`config.mk`:
```
export PLATFORM = sky130hd
export DESIGN_NAME = bus_arbit
export DESIGN_NICKNAME = d
export VERILOG_FILES = /design/src/rtl/bus_arbit.sv
export SDC_FILE = /design/constraint.sdc
export NUM_CORES = 1
export LEC_CHECK = 0
export BUFFER_PORTS_ARGS = -buffer_cell sky130_fd_sc_hd__buf_2
export CAP_MARGIN = 20
export CORE_MARGIN = 2
export CORE_UTILIZATION = 28
export CTS_CLUSTER_DIAMETER = 30
export DETAILED_ROUTE_END_ITERATION = 12
export PLACE_DENSITY = 0.81
export SYNTH_ARGS = -nofsm -noshare
export SYNTH_HDL_FRONTEND = slang
export SYNTH_SLANG_ARGS = --single-unit
```
`constraint.sdc`:
```
create_clock -name clk -period 1.8 [get_ports clk]
set_input_delay 0.54 -clock clk [delete_from_list [all_inputs] [get_ports clk]]
set_output_delay 0.54 -clock clk [all_outputs]
set_load 0.02 [all_outputs]
```
`src/rtl/bus_arbit.sv`:
```
// rtl/bus_arbit.sv - two-master bus arbiter with bounded hold under contention
//
// Purpose: grants the shared bus to one of two masters. When only one master
// requests, it gets the bus. When neither requests, the bus parks on master 0.
// When both request, the current owner keeps the bus for MAX_HOLD contended
// cycles, and then ownership passes to the other master.
//
// Parameters:
//   MAX_HOLD   consecutive contended cycles one master keeps the grant (2..256)
//
// Ports:
//   clk        system clock, rising edge
//   reset_n    synchronous active-low reset
//   m0_req     master 0 bus request
//   m1_req     master 1 bus request
//   m0_wr      master 0 write enable
//   m0_addr    master 0 address [7:0]
//   m0_dout    master 0 write data [31:0]
//   m1_wr      master 1 write enable
//   m1_addr    master 1 address [7:0]
//   m1_dout    master 1 write data [31:0]
//   m0_grant   master 0 owns the bus (decoded from the state register)
//   m1_grant   master 1 owns the bus (decoded from the state register)
//   s_wr       write enable of the granted master
//   s_addr     address of the granted master [7:0]
//   s_din      write data of the granted master [31:0]

module bus_arbit #(
  parameter int MAX_HOLD = 4
) (
  input  logic        clk,
  input  logic        reset_n,
  input  logic        m0_req,
  input  logic        m1_req,
  input  logic        m0_wr,
  input  logic [7:0]  m0_addr,
  input  logic [31:0] m0_dout,
  input  logic        m1_wr,
  input  logic [7:0]  m1_addr,
  input  logic [31:0] m1_dout,
  output logic        m0_grant,
  output logic        m1_grant,
  output logic        s_wr,
  output logic [7:0]  s_addr,
  output logic [31:0] s_din
);

  localparam int CW = $clog2(MAX_HOLD);

  localparam logic [0:0] M0_GRANT = 1'b0;
  localparam logic [0:0] M1_GRANT = 1'b1;

  // Value of the hold counter on the owner's last contended cycle.
  localparam logic [CW-1:0] HOLD_LAST = CW'(MAX_HOLD - 1);

  logic [0:0]    r_state;
  logic [CW-1:0] r_hold_cnt;

  logic [0:0]    w_state_next;
  logic [CW-1:0] w_hold_next;
  logic          w_contend;
  logic          w_hold_done;

  assign w_contend   = m0_req & m1_req;
  assign w_hold_done = (r_hold_cnt == HOLD_LAST);

  always_comb begin
    w_state_next = r_state;
    w_hold_next  = '0;
    if (w_contend) begin
      // Owner keeps the bus until its quota of contended cycles is used up;
      // the counter restarts from zero for the new owner.
      if (w_hold_done) begin
        w_state_next = (r_state == M0_GRANT) ? M1_GRANT : M0_GRANT;
        w_hold_next  = '0;
      end else begin
        w_hold_next  = r_hold_cnt + 1'b1;
      end
    end else begin
      // Without contention the sole requester owns the bus; an idle bus
      // parks on master 0.
      if (m1_req) begin
        w_state_next = M1_GRANT;
      end else begin
        w_state_next = M0_GRANT;
      end
    end
  end

  always_ff @(posedge clk) begin
    if (!reset_n) begin
      r_state    <= M0_GRANT;
      r_hold_cnt <= '0;
    end else begin
      r_state    <= w_state_next;
      r_hold_cnt <= w_hold_next;
    end
  end

  assign m0_grant = (r_state == M0_GRANT);
  assign m1_grant = (r_state == M1_GRANT);

  // Slave-side signals follow the granted master with no added latency.
  assign s_wr   = m1_grant ? m1_wr   : m0_wr;
  assign s_addr = m1_grant ? m1_addr : m0_addr;
  assign s_din  = m1_grant ? m1_dout : m0_dout;

endmodule
```
# After elaboration in Yosys (flattened, before gate mapping)
# Cells that the tools add are included.
[word_totals]
out_inout_bits = 43
in_bits = 86
word_cells = 17
ff_bits = 3
[classes]
add_sub_neg = 1
muxes = 7
n_eq_ne = 2
reduce_logical = 1
bitwise_logic = 4
[op_table]
columns = ["op", "count"]
rows = [
  ["two-way mux 32 bit", 1],
  ["two-way mux 8 bit", 1],
  ["two-way mux 1 bit", 5],
  ["inverter 1 bit", 3],
  ["OR reduction 3 bit", 1],
  ["adder 2 x 1 -> 2 bit (second input constant)", 1],
  ["equality test 2 bit (second input constant)", 1],
  ["!= test 2 x 1 -> 1 bit (second input constant)", 1],
  ["AND 1 bit", 1],
]

# Longest topological paths before layout
[depth]
word_depth = 3
depth_mapped = 4
mapped_depth_nobuf = 3

# Worst setup path before layout
# Ideal clock, no wire load.
[synth_path]
path_kind = "register to output"
startpoint = "register r_state (netlist: m1_grant)"
endpoint = "output s_addr[0]"
path_slack_ns = 0.146
required_ns = 1.260
n_path_buf = 2
stages_incl_launch_ff = 4
arrival_ns = 1.114
cell_sequence = "dfxtp_1 buf_6 buf_6 mux2_4"
[synth_via]
elab_chain_cells = 1
[synth_lines]
columns = ["item", "line_no", "text"]
rows = [
  ["start, declared", "56", "logic [0:0] r_state;"],
  ["start signal, assigned", "95", "r_state <= w_state_next;"],
  ["two-way mux 8 bit", "105", "assign s_addr = m1_grant ? m1_addr : m0_addr;"],
  ["end, declared", "44", "output logic [7:0] s_addr,"],
]
# Every way passes these cells.

# Final worst setup path
[layout_path]
startpoint = "register r_state (netlist: m1_grant)"
endpoint = "output s_din[10]"
[layout_via]
elab_chain_cells = 1
[layout_lines]
columns = ["item", "line_no", "text"]
rows = [
  ["two-way mux 32 bit", "106", "assign s_din = m1_grant ? m1_dout : m0_dout;"],
  ["end, declared", "45", "output logic [31:0] s_din"],
]
# Every way passes these cells.

==> results.txt <==
Drt drc: 0
DR pass1 iterations: 4
Stages on the worst setup path: 3
CTS tree: done
Internal Power: 431 uW
Total Routing Usage GR: 0.159
Mapped Cells: 57
Area of the multi-input gates: 657 sq um
# setup viols final: 23
Num CTS Buffers: 3
Worst-case clock buffer depth: 2
Syn Nets: 144
Initial DRC count: 20
Antenna violations before repair: 0
Most frequent cells in the layout: buf_2, mux2_4, buf_6, mux2_2, clkbuf_4
Die area: 3250 sq um
# H-tree levels: 1
Met1 GRT Util: 0.171
GPL Wtd Cong: 0.772
Hold path depth: 1
Fmax achieved: 543 MHz
Fin. max-slew vios: 0
Diode count: 0
Clock sinks: 3
Share of layout cells above drive strength 1: 0.941
Max-slew headroom: 0.905
Final Hold Fails: 0
Reg2reg setup slack: 0.80 ns
Hold buffer count at CTS: 0
Clk_lat worst skew: 0.24 ns
Seq pwr share: 0.107
Switching Power: 243 uW
Clock slew at reported path FFs: 0.04 ns
Failing checks: setup timing
Crit. End Element: output port
First-pass GRT wire length: 4.12 mm
Place WS: 0.174 ns
Wire per inst: 13.4 um
PwrDens: 406 nW/um^2
Worst hold path type: reg2reg
Synthesized area per cell: 13.8 sq um
Total Nets Final: 276
Crit path launch type: register
Fillers: 256
Slowest CP cell: dfxtp_4
Top-Level Pins: 129
RSZ-0062 raised after global routing: true
Root Buffer: clkbuf_4
Switch share: 0.360
Vias in the first global route: 969
Post-synthesis sequential area ratio: 0.0764
Layout Skew: 0.00133 ns
FF/Latch Area: 63.8 sq um
Yosys cell types: 13
Final Worst Setup Slack: -0.0408 ns
Port-buffer cells: 128
Synth Register Bits: 3
CP max stage delay: 0.39 ns
DIE WIDTH: 57.0 um
Crit-path cells: buf_12, mux2_4, buf_2
Critical path arrival: 1.30 ns
Cell family with most CP delay: flip-flops
Worst Path Buf+Inv: 2
Area after DPL: 1440 sq um
Max-cap violations: 0
Reg-to-Reg End: m1_grant
Initial Utilization: 0.290
Outcome: finished with violations
Worst slew pin tran: 0.142 ns
Synth area leader: mux2_4
Commonest non-fill, non-tap cell in the layout: buf_2
Vias/cell: 4.47
Critical path origin: m1_grant
Area grow syn2layout: 111%
Final Cycle Share: 1.02
Core Util, Final: 0.613
Drt total wl: 2.94 mm
Largest net degree at the start of global routing: 19
Via count: 978
Pwr Total: 674 uW
Crit path time final: 1.84 ns
CP max FO: 18
Share of the synthesized area in the top cell type: 0.726
Leak pwr: 0.000939 uW
CP required: 1.26 ns
Row count: 19
Mapped cell area: 786 sq um
Most used routing layer in global routing: met2
Synth top area cells: mux2_4, dfxtp_1, buf_6
Antenna viol nets, final: 0
Clock Power Share: 0.183
Worst setup endpoint: s_din[10]
HPWL Detailed: 2.47 mm
Fin area: 1660 sq um
Setup CP Type: reg2out
Comb pwr share: 0.710
Worst IR drop on VDD: 282 uV
Synthesis Warnings: 0
GRT Residual Overflow: 0
Core ar.: 2710 sq um
GR Util met3: 0.0249
Die Height: 57.0 um
Met2 Use GR: 0.315
R2R Path Start: m1_grant
FF-to-FF path depth: 4
synthesized netlist by cell type:
cell and count:
xnor2_1 1, mux2_2 3, nor3b_1 1, mux2_4 38
buf_12 1, dfxtp_1 3, nand2_1 1, nor2b_1 1
inv_1 1, a21oi_1 1, ha_1 1, buf_6 4
and4_1 1
cell families (layout without fill, tap and decap cells):
| logic type | after synthesis | count (layout) | synth area share |
|---|---|---|---|
| AOI/OAI and AO/OA | 1 | 1 | 0.00636 |
| xor gates and xnor gates | 1 | 1 | 0.0111 |
| muxes | 41 | 41 | 0.769 |
| buffers and inverters | 6 | 137 | 0.0876 |
| and+or+nand+nor | 4 | 4 | 0.0334 |
| DFF | 3 | 3 | 0.0764 |
| adders and majority gates | 1 | 1 | 0.0159 |
through the flow:
stage	instances	hold slack (ns)	TNS (ns)
final	219	0.437	-0.464
after global routing	219	0.448	-1.71
after CTS	219	0.435	-0.893
after detailed placement	213	0.426	0
after global placement	213	0.418	0
after floorplan	57	0.403	0
what timing repair did:
action / in CTS / in global routing
buffers inserted: 1 / 0
resized for setup: 16 / 36
endpoints found under the setup margin: 41 / 41
cloned: 1 / 0
per-layer routing:
metal | share of wire | up-vias
li1 | - | 473
met2 | 0.61 | 51
met1 | 0.33 | 454
met3 | 0.069 | 0
met5 | 0 | -
met4 | 0 | 0
worst reg2reg max path: cells and delay by family, from the launching register on:
family	cells	cell delay [ns]
buf+inv	2	0.31
flops	1	0.37
xor+xnor	1	0.14
compound gates	1	0.08
worst min path at each step:
stage | startpoint | end
floorplan | r_hold_cnt[0] | r_hold_cnt[0]
global placement | r_hold_cnt[0] | r_hold_cnt[0]
detailed placement | r_hold_cnt[0] | r_hold_cnt[0]
CTS | r_hold_cnt[0] | r_hold_cnt[0]
global route | r_hold_cnt[0] | r_hold_cnt[0]
finish | r_hold_cnt[0] | r_hold_cnt[0]
registers in the layout, summed over array words and instances, names as in the netlist:
register / count
r_hold_cnt: 2
m1_grant: 1
power by group through the flow:
stage | sequential, uW | combinational [uW] | clock, uW
finish | 72.0 | 479 | 123
global route | 72.3 | 502 | 137
CTS | 72.1 | 439 | 126
detailed placement | 72.7 | 414 | 0
global placement | 72.6 | 405 | 0
floorplan | 72.7 | 251 | 0
final cells by class:
type,count,share of cell area
well taps,31,0.0233
flip-flops and latches,3,0.0384
inverters,1,0.00226
multi-input cells,48,0.395
clock buffers,4,0.0158
repair buffers,132,0.525
(Power assumes the default switching activity.)
